<file path="src/rtl/ps2_pkg.sv">
// Shared encodings, packet field positions and the coordinate clamp used
// by the PS/2 mouse receiver.
package ps2_pkg;

    typedef enum logic [1:0] {BS_IDLE, BS_DATA, BS_PARITY, BS_STOP} byte_st_e;
    typedef enum logic [1:0] {PK_B0, PK_B1, PK_B2} pkt_st_e;

    localparam int BTN_L      = 0;
    localparam int BTN_R      = 1;
    localparam int SYNC       = 3;
    localparam int XS         = 4;
    localparam int YS         = 5;
    localparam int XO         = 6;
    localparam int YO         = 7;
    localparam int FRAME_BITS = 8;

    // Fields of byte 0 that survive until byte 2 arrives.
    typedef struct packed {
        logic yo;
        logic xo;
        logic ys;
        logic xs;
        logic right;
        logic left;
    } hdr_t;

    function automatic logic [11:0] clamp(input logic signed [13:0] v,
                                          input logic [11:0]        vmax);
        logic [11:0] r;
        if (v < 14'sd0)
            r = 12'd0;
        else if (v > $signed({2'b00, vmax}))
            r = vmax;
        else
            r = v[11:0];
        return r;
    endfunction

endpackage

</file>
<file path="src/rtl/ps2_mouse_rx_byte.sv">
// PS/2 device-to-host byte receiver: pad synchronizers, falling-edge sampling,
// 11-bit frame check (start, 8 data, odd parity, stop) and inter-edge timeout.
module ps2_rx_byte
    import ps2_pkg::*;
#(
    parameter int TIMEOUT = 130000
) (
    input  logic       clk,
    input  logic       rst,
    input  logic       ps2_clk_i,
    input  logic       ps2_data_i,
    output logic [7:0] byte_o,
    output logic       byte_done_o,
    output logic       byte_err_o
);

    localparam int TW = $clog2(TIMEOUT + 1);

    logic [1:0]    clk_sync_q, data_sync_q;
    logic          clk_dly_q;
    byte_st_e      st_q, st_d;
    logic [2:0]    bit_cnt_q, bit_cnt_d;
    logic [7:0]    sr_q, sr_d;
    logic          par_ok_q, par_ok_d;
    logic [TW-1:0] tmo_q, tmo_d;
    logic          done_q, done_d, err_q, err_d;
    logic          fall, din;

    assign fall = clk_dly_q & ~clk_sync_q[1];
    assign din  = data_sync_q[1];

    // Idle PS/2 lines are high, so synchronizers reset to 1 to avoid a false edge.
    always_ff @(posedge clk or negedge rst) begin
        if (!rst) begin
            clk_sync_q  <= 2'b11;
            data_sync_q <= 2'b11;
            clk_dly_q   <= 1'b1;
            st_q        <= BS_IDLE;
            bit_cnt_q   <= '0;
            sr_q        <= '0;
            par_ok_q    <= 1'b0;
            tmo_q       <= '0;
            done_q      <= 1'b0;
            err_q       <= 1'b0;
        end else begin
            clk_sync_q  <= {clk_sync_q[0], ps2_clk_i};
            data_sync_q <= {data_sync_q[0], ps2_data_i};
            clk_dly_q   <= clk_sync_q[1];
            st_q        <= st_d;
            bit_cnt_q   <= bit_cnt_d;
            sr_q        <= sr_d;
            par_ok_q    <= par_ok_d;
            tmo_q       <= tmo_d;
            done_q      <= done_d;
            err_q       <= err_d;
        end
    end

    always_comb begin
        st_d      = st_q;
        bit_cnt_d = bit_cnt_q;
        sr_d      = sr_q;
        par_ok_d  = par_ok_q;
        done_d    = 1'b0;
        err_d     = 1'b0;
        tmo_d     = (st_q == BS_IDLE || fall) ? '0 : tmo_q + 1'b1;
        if (fall) begin
            unique case (st_q)
                BS_IDLE: if (!din) begin
                    st_d      = BS_DATA;
                    bit_cnt_d = '0;
                end
                BS_DATA: begin
                    sr_d[bit_cnt_q] = din;
                    bit_cnt_d       = bit_cnt_q + 1'b1;
                    if (bit_cnt_q == 3'(FRAME_BITS - 1))
                        st_d = BS_PARITY;
                end
                BS_PARITY: begin
                    par_ok_d = ^{sr_q, din};
                    st_d     = BS_STOP;
                end
                BS_STOP: begin
                    st_d = BS_IDLE;
                    if (din && par_ok_q)
                        done_d = 1'b1;
                    else
                        err_d = 1'b1;
                end
                default: st_d = BS_IDLE;
            endcase
        end else if (st_q != BS_IDLE && tmo_q == TW'(TIMEOUT - 1)) begin
            st_d  = BS_IDLE;
            err_d = 1'b1;
        end
    end

    assign byte_o      = sr_q;
    assign byte_done_o = done_q;
    assign byte_err_o  = err_q;

endmodule

</file>
<file path="src/rtl/ps2_mouse_rx.sv">
// PS/2 mouse stream receiver: assembles 3-byte movement packets and keeps
// clamped absolute screen coordinates plus button state.
module ps2_mouse_rx
    import ps2_pkg::*;
#(
    parameter int XMAX    = 1023,
    parameter int YMAX    = 767,
    parameter int X_INIT  = 512,
    parameter int Y_INIT  = 384,
    parameter int TIMEOUT = 130000
) (
    input  logic        clk,
    input  logic        rst,
    input  logic        ps2_clk,
    input  logic        ps2_data,
    output logic [11:0] xpos,
    output logic [11:0] ypos,
    output logic        mouse_left,
    output logic        mouse_right,
    output logic        packet_valid,
    output logic        rx_error
);

    localparam logic [11:0] XMAX_V = 12'(XMAX);
    localparam logic [11:0] YMAX_V = 12'(YMAX);

    logic [7:0] rx_byte;
    logic       byte_done, byte_err;

    ps2_rx_byte #(.TIMEOUT(TIMEOUT)) u_byte (
        .clk        (clk),
        .rst        (rst),
        .ps2_clk_i  (ps2_clk),
        .ps2_data_i (ps2_data),
        .byte_o     (rx_byte),
        .byte_done_o(byte_done),
        .byte_err_o (byte_err)
    );

    pkt_st_e     pk_q, pk_d;
    hdr_t        hdr_q, hdr_d;
    logic [7:0]  dx_q, dx_d;
    logic [11:0] x_q, x_d, y_q, y_d;
    logic        l_q, l_d, r_q, r_d, pv_q, pv_d, er_q, er_d;

    logic signed [13:0] dx_s, dy_s, x_new, y_new;

    // PS/2 +Y points up while screen Y grows downward, hence the subtraction.
    assign dx_s  = {{6{hdr_q.xs}}, dx_q};
    assign dy_s  = {{6{hdr_q.ys}}, rx_byte};
    assign x_new = $signed({2'b00, x_q}) + dx_s;
    assign y_new = $signed({2'b00, y_q}) - dy_s;

    always_ff @(posedge clk or negedge rst) begin
        if (!rst) begin
            pk_q  <= PK_B0;
            hdr_q <= '0;
            dx_q  <= '0;
            x_q   <= 12'(X_INIT);
            y_q   <= 12'(Y_INIT);
            l_q   <= 1'b0;
            r_q   <= 1'b0;
            pv_q  <= 1'b0;
            er_q  <= 1'b0;
        end else begin
            pk_q  <= pk_d;
            hdr_q <= hdr_d;
            dx_q  <= dx_d;
            x_q   <= x_d;
            y_q   <= y_d;
            l_q   <= l_d;
            r_q   <= r_d;
            pv_q  <= pv_d;
            er_q  <= er_d;
        end
    end

    always_comb begin
        pk_d  = pk_q;
        hdr_d = hdr_q;
        dx_d  = dx_q;
        x_d   = x_q;
        y_d   = y_q;
        l_d   = l_q;
        r_d   = r_q;
        pv_d  = 1'b0;
        er_d  = 1'b0;
        if (byte_err) begin
            pk_d = PK_B0;
            er_d = 1'b1;
        end else if (byte_done) begin
            unique case (pk_q)
                PK_B0: if (rx_byte[SYNC]) begin
                    hdr_d = '{yo: rx_byte[YO], xo: rx_byte[XO], ys: rx_byte[YS],
                              xs: rx_byte[XS], right: rx_byte[BTN_R], left: rx_byte[BTN_L]};
                    pk_d  = PK_B1;
                end else begin
                    er_d = 1'b1;
                end
                PK_B1: begin
                    dx_d = rx_byte;
                    pk_d = PK_B2;
                end
                PK_B2: begin
                    pk_d = PK_B0;
                    pv_d = 1'b1;
                    l_d  = hdr_q.left;
                    r_d  = hdr_q.right;
                    if (!hdr_q.xo) x_d = clamp(x_new, XMAX_V);
                    if (!hdr_q.yo) y_d = clamp(y_new, YMAX_V);
                end
                default: pk_d = PK_B0;
            endcase
        end
    end

    assign xpos         = x_q;
    assign ypos         = y_q;
    assign mouse_left   = l_q;
    assign mouse_right  = r_q;
    assign packet_valid = pv_q;
    assign rx_error     = er_q;

endmodule

</file>
<file path="config.mk">
export PLATFORM = sky130hd
export DESIGN_NAME = ps2_mouse_rx
export DESIGN_NICKNAME = d
export VERILOG_FILES = /design/src/rtl/ps2_pkg.sv /design/src/rtl/ps2_mouse_rx_byte.sv /design/src/rtl/ps2_mouse_rx.sv
export SDC_FILE = /design/constraint.sdc
export NUM_CORES = 1
export LEC_CHECK = 0
export CAP_MARGIN = 20
export CORE_MARGIN = 3
export CORE_UTILIZATION = 55
export DETAILED_ROUTE_END_ITERATION = 7
export DONT_BUFFER_PORTS = 1
export PLACE_DENSITY_LB_ADDON = 0.2
export SLEW_MARGIN = 30
export SYNTH_ARGS = -nofsm -noshare
export SYNTH_HDL_FRONTEND = slang
export SYNTH_SLANG_ARGS = --single-unit
</file>
<file path="constraint.sdc">
create_clock -name clk -period 2.6 [get_ports clk]
set_input_delay 0.13 -clock clk [delete_from_list [all_inputs] [get_ports clk]]
set_output_delay 0.13 -clock clk [all_outputs]
set_load 0.01 [all_outputs]
</file>
; After elaboration in Yosys (flattened, before gate mapping)
; Index checks and enable logic that the tools add are counted.
[word_totals]
reg_bits = 82
in_bits = 4
word_cells = 104
out_inout_bits = 28
[classes]
eq_ne = 11
reduce_logical = 21
magnitude_cmp = 6
add_sub_neg = 4
bitwise_logic = 5
muxes = 33
[ops]
columns = op, count
row1 = $mux W12, 4
row2 = $gt A14 B11 Y1 const B, 2
row3 = $lt A14 B1 Y1 const B, 2
row4 = $add A17 B1 Y17 const B, 1
row5 = $eq A17 B17 Y1 const B, 1
row6 = $mux W17, 1
row7 = $mux W1, 15
row8 = $add A13 B9 Y14, 1
row9 = $mux W2, 7
row10 = $sub A13 B9 Y14, 1
row11 = $reduce_and A3 Y1, 4
row12 = $reduce_and A4 Y1, 3
row13 = $reduce_xor A9 Y1, 1
row14 = $bwmux W8, 1
row15 = $pmux W2 S4, 1
row16 = $reduce_bool A2 Y1, 4
row17 = $eq A2 B2 Y1 const B, 3
row18 = $ne A3 B3 Y1 const B, 2
row19 = $pmux W3 S2, 1
row20 = $reduce_and A2 Y1, 3
row21 = $eq A2 B1 Y1 const B, 2
row22 = $logic_not A2 Y1, 2
row23 = $lt A3 B4 Y1 const B, 1
row24 = $not A1 Y1, 4
row25 = other kinds (11), 13

; Longest topological paths before layout
[depth]
depth_word = 5
depth_mapped = 10
ltp_nobuf = 10

; Modules after synthesis
; A second synthesis with hierarchy kept.
[hier_totals]
hier_cells = 496
area_unflattened_um2 = 4933.5
[by_module_without_submodules]
columns = module, instances, seq_area_each_um2, cells_each, area_each_um2
row1 = ps2_mouse_rx, 1, 1104.8, 326, 3111.7
row2 = ps2_rx_byte, 1, 957.2, 170, 1821.7

; Worst setup path after synthesis
; Ideal clock, no wire load.
[synth_path]
path_type = flip-flop to flip-flop
startpoint = register hdr_q, in the netlist dx_s[8]
endpoint = register x_q[2], in the netlist xpos[2]
setup_ns = 0.126
required_time_ns = 2.474
slack_ns = 0.015
arrival_ns = 2.459
path_buffers = 1
stages_incl_launch_ff = 10
period_less_slack_ns = 2.585
path_cell_list = dfrtp_1 -> ha_1 -> clkbuf_1 -> nand3_1 -> a2111oi_0 -> a21oi_1 -> xnor2_1 -> a311oi_2 -> a21boi_4 -> a221o_1
[synth_between]
elab_chain_len = 4
word_cells_on_any_way = 5
classes_between = add/sub (1) / order compare (2) / mux (2)
[synth_rtl]
columns = element, line
row1 = "start, declared", ps2_mouse_rx.sv:41  ; hdr_t hdr_q, hdr_d;
row2 = "start signal, assigned", ps2_mouse_rx.sv:67  ; hdr_q <= hdr_d;
row3 = $add A13 B9 Y14 (*), ps2_mouse_rx.sv:51  ; assign x_new = $signed({2'b00, x_q}) + dx_s;
row4 = $gt A14 B11 Y1, ps2_pkg.sv:32  ; else if (v > $signed({2'b00, vmax}))
row5 = $mux W12, ps2_pkg.sv:32
row6 = $mux W12 (*), ps2_pkg.sv:30  ; if (v < 14'sd0)
row7 = "end signal, assigned", ps2_mouse_rx.sv:59  ; x_q <= 12'(X_INIT);
row8 = "end, declared", ps2_mouse_rx.sv:43  ; logic [11:0] x_q, x_d, y_q, y_d;
; Every way passes the cells marked *; elsewhere a longest branch is shown, timed or not.
; A chain may end at the register's enable or synchronous reset.

; Worst setup path in the final report
[layout_path]
startpoint = register x_q[4], in the netlist xpos[4]
endpoint = register x_q[2], in the netlist xpos[2]
[layout_between]
elab_chain_len = 4
word_cells_on_any_way = 5
classes_between = add/sub (1) / order compare (2) / mux (2)
[layout_rtl]
columns = element, line
row1 = $add A13 B9 Y14 (*), ps2_mouse_rx.sv:51
row2 = $gt A14 B11 Y1, ps2_pkg.sv:32
row3 = $mux W12, ps2_pkg.sv:32
row4 = $mux W12 (*), ps2_pkg.sv:30
; Marks and branches as above.

==> results.py <==
metrics = {
    "worst_setup_path": {
        "slowest_delay_ns": 0.52,
        "crit_required_ns": 2.84,
        "slowest_stage": "or4b_1",
        "path_class": "reg2reg",
        "regToRegSetupSlack_ns": 0.07,
        "crit_path_end_kind": "register",
        "cp_cell_sequence": "ha_1, o211ai_1, nand2_1, a41oi_2, or4b_1, and3_4, a21boi_4, a221o_1",
        "crit_fanout": 12,
        "cp-start-kind": "register",
        "arrival_ns": 2.77,
        "critPathBufInv": 0,
        "r2r_end": "xpos[2]$_DFFE_PN0P_",
        "reg2reg_depth": 8,
        "reg2reg_from": "xpos[4]$_DFFE_PN0P_",
        "path_delay_family": "simple AND/OR/NAND/NOR gates",
    },
    "synth": {
        "yosysMostFrequentCell": "dfrtp_1",
        "synth_area_per_cell_sq_um": 9.714,
        "synthArstFlopShare_pct": 100.0,
        "ys.flop_type": "dfrtp_1",
        "yosysWarnings": 0,
        "synth_fp_nets": 556,
        "synth_top_family_by_area": "compound AO/OA/AOI/OAI gates",
        "synth_area_leader_cell": "dfrtp_1",
        "synth_area_sq_mm": 0.005022,
        "synth_compound_area_share_pct": 18.93,
        "synth-seq-cells": 82,
        "yosys.cell_types.count": 72,
        "synth_area_leaders": "dfrtp_1 (37%), ha_1 (8.2%), dfstp_2 (4.2%)",
        "ys_seq_area_share_pct": 41.06,
        "synth-edff-count": 0,
        "synthSimpleGateAreaFrac_pct": 17.74,
        "yosys.area_share.adder_pct": 9.018,
        "synth_commonest_cells": "dfrtp_1 (74), nand2_1 (49), nor2_1 (35), ha_1 (33), o21ai_0 (28)",
        "synthMuxAreaShare_pct": 3.737,
        "synth_cells": 517,
        "synth.top_cell.area_share_pct": 36.87,
        "synth_xor_area_share_pct": 6.104,
    },
    "grt": {
        "grt_max_degree": 83,
        "grt_pass1_vias": 3830,
        "grt_overflow": 0,
        "grt_antenna_before_repair": 0,
        "grt_first_pass_wirelength_mm": 17.81,
        "grtUsageTotal_pct": 21.49,
    },
    "flow_run": {
        "max_cap_viol_count": 0,
    },
    "detailed_routing": {
        "avgViaCountPerCell": 6.061,
        "wl_mm": 11.18,
        "drc_errors": 0,
        "wl_per_cell_microns": 16.61,
        "drtAntennaViolNets": 0,
        "route.vias.total": 4079,
        "dr.pass1.iters": 5,
        "drtIter0Drc": 154,
    },
    "layout": {
        "final_util_pct": 66.44,
        "drive_gt1_share_pct": 21.59,
        "syn_to_final_growth_pct": 16.49,
        "fin_nets": 599,
        "antenna_cells": 0,
    },
    "clock_tree": {
        "cts_sinks": 82,
        "path_clk_slew_ns": 0.09,
        "h-tree-depth": 3,
        "cts_buffers": 9,
        "cts_buffer_depth": 2,
        "cts_tree": "done",
        "root_buffer": "clkbuf_8",
        "clk_latency_ns": 0.35,
    },
    "floorplanning": {
        "die_w_microns": 101.6,
        "die_y_microns": 101.6,
        "dieArea_sq_mm": 0.01031,
        "initial_core_util_pct": 57.03,
        "core_area_sq_mm": 0.008806,
        "ios": 32,
        "rows": 34,
    },
    "power": {
        "power_frac_clock_pct": 25.4,
        "p_sw_share_pct": 33.82,
        "power_frac_seq_pct": 40.1,
        "power_density_mw_per_mm2": 591.4,
        "p_switching_mw": 1.170,
        "ir_drop_mv": 0.4284,
        "p_leak_nw": 2.621,
        "comb_power_share_pct": 34.5,
        "p_int_mw": 2.290,
    },
    "placement": {
        "gp_congestion": 0.8719,
        "port-buffer-count": 0,
        "hpwlAfterDp_mm": 7.777,
    },
    "sta": {
        "setup_viol": 0,
        "min_period_over_period_pct": 97.43,
        "hold_viol": 0,
        "setup_tns_ns": 0,
        "period_minus_slack_ns": 2.533,
        "skew_ns": 0.01095,
        "tightest_slew_ns": 0.5048,
        "max_slew_margin_pct": 66.35,
        "worst_hold_slack_ns": 0.3146,
        "fmax_mhz": 394.7,
        "slew_violations": 0,
    },
    "min_path": {
        "min_to": "u_byte.data_sync_q[0]$_DFF_PN1_",
        "hold_start": "ps2_data",
        "min_path_type": "in2reg",
        "whs_path_depth": 1,
    },
    "status": {
        "status": "completed",
    },
}
## stage by stage
stage / power (mW) / cell area [sq um] / setup slack [ns] / std cells
3_3_place_gp: 2.382 / 5376 / 0.05768 / 648
2_1_floorplan: 2.132 / 5022 / 0.01451 / 517
4_1_cts: 3.353 / 5637 / 0.001124 / 668
3_5_place_dp: 2.418 / 5376 / 0.01144 / 648
5_1_grt: 3.645 / 5851 / -0.01107 / 673
6_report: 3.460 / 5851 / 0.06674 / 673
## metal layers
layer  wire length, microns  up-vias  track usage [%]
met2                   5309      119            34.86
li1                       -     1962                -
met3                    521       20            3.719
met5                      0        -                0
met4                    219        0            6.851
met1                   5128     1978            29.37
## flip-flops by register name, summed over array words and instances (netlist names), 2 cells and up
name and cells:
u_byte.tmo_q 17, xpos 12, ypos 12, dx_q 8, u_byte.byte_o 8, hdr_q 4
u_byte.bit_cnt_q 3, pk_q 2, u_byte.clk_sync_q 2, u_byte.data_sync_q 2, u_byte.st_q 2
## layout make-up
cell class	instances	area [sq um]
flip-flops and latches	82	2063
clock inverters	6	50.05
inverters	26	97.59
fillers	710	2955
well taps	108	135.1
clock buffers	10	137.6
multi-input cells	395	2990
repair buffers	46	376.6
## worst max-delay path by stage
stage	start	end	slack [ns]	cells past startpoint
CTS	xpos[0]$_DFFE_PN0P_	xpos[0]$_DFFE_PN0P_	0.001	9
finish	xpos[4]$_DFFE_PN0P_	xpos[2]$_DFFE_PN0P_	0.07	8
floorplan	dx_s[8]$_DFFE_PN0P_	xpos[2]$_DFFE_PN0P_	0.01	9
global placement	xpos[0]$_DFFE_PN0P_	xpos[0]$_DFFE_PN0P_	0.06	9
detailed placement	ypos[0]$_DFFE_PN0P_	ypos[8]$_DFFE_PN1P_	0.01	10
global route	u_byte.byte_o[1]$_DFFE_PN0P_	ypos[3]$_DFFE_PN0P_	-0.01	10
## cells in the final DEF, fill, tap and decap left out, drive strengths merged, types with 10 or more instances in the layout
cell	synthesis	routed
xor2	13	13
o21ai	39	39
inv	26	28
ha	33	33
nor3	13	13
a21oi	23	23
clkbuf	12	10
nor2	35	35
dfrtp	74	74
mux2	12	12
a221o	11	11
buf	4	43
nand3	18	18
nand2	49	49
xnor2	22	22
## cell families after synthesis
logic type | count (synthesis)
multiplexers | 16
buffers and inverters | 42
flip-flops | 82
XOR/XNOR | 35
adder cells (fa/ha/maj) | 35
AND/OR/NAND/NOR | 174
AO/OA/AOI/OAI | 133
## what timing repair did
item	in CTS	in global routing
setup buffers	0	3
pin swaps	1	11
hold buffers	4	0
hold endpoints to repair	84	0
cloned	0	2
endpoints found under the setup margin	6	20
resized for setup	3	34
## power by group through the flow
stage                     clock (mW)  combinational (mW)  sequential (mW)
after floorplan                    0               0.735             1.40
after global placement             0               0.976             1.41
after detailed placement           0                1.01             1.41
after CTS                      0.909                1.06             1.39
after global routing           0.957                1.29             1.40
final                          0.880                1.19             1.39
## worst register-to-register path, cell delays in order, from the launching register on
cell and delay (ns):
dfrtp_1 0.41, ha_1 0.40, o211ai_1 0.13, nand2_1 0.16, a41oi_2 0.17, or4b_1 0.52, and3_4 0.21, a21boi_4 0.17
a221o_1 0.27
Note: power is estimated with default switching activity, not from simulation.
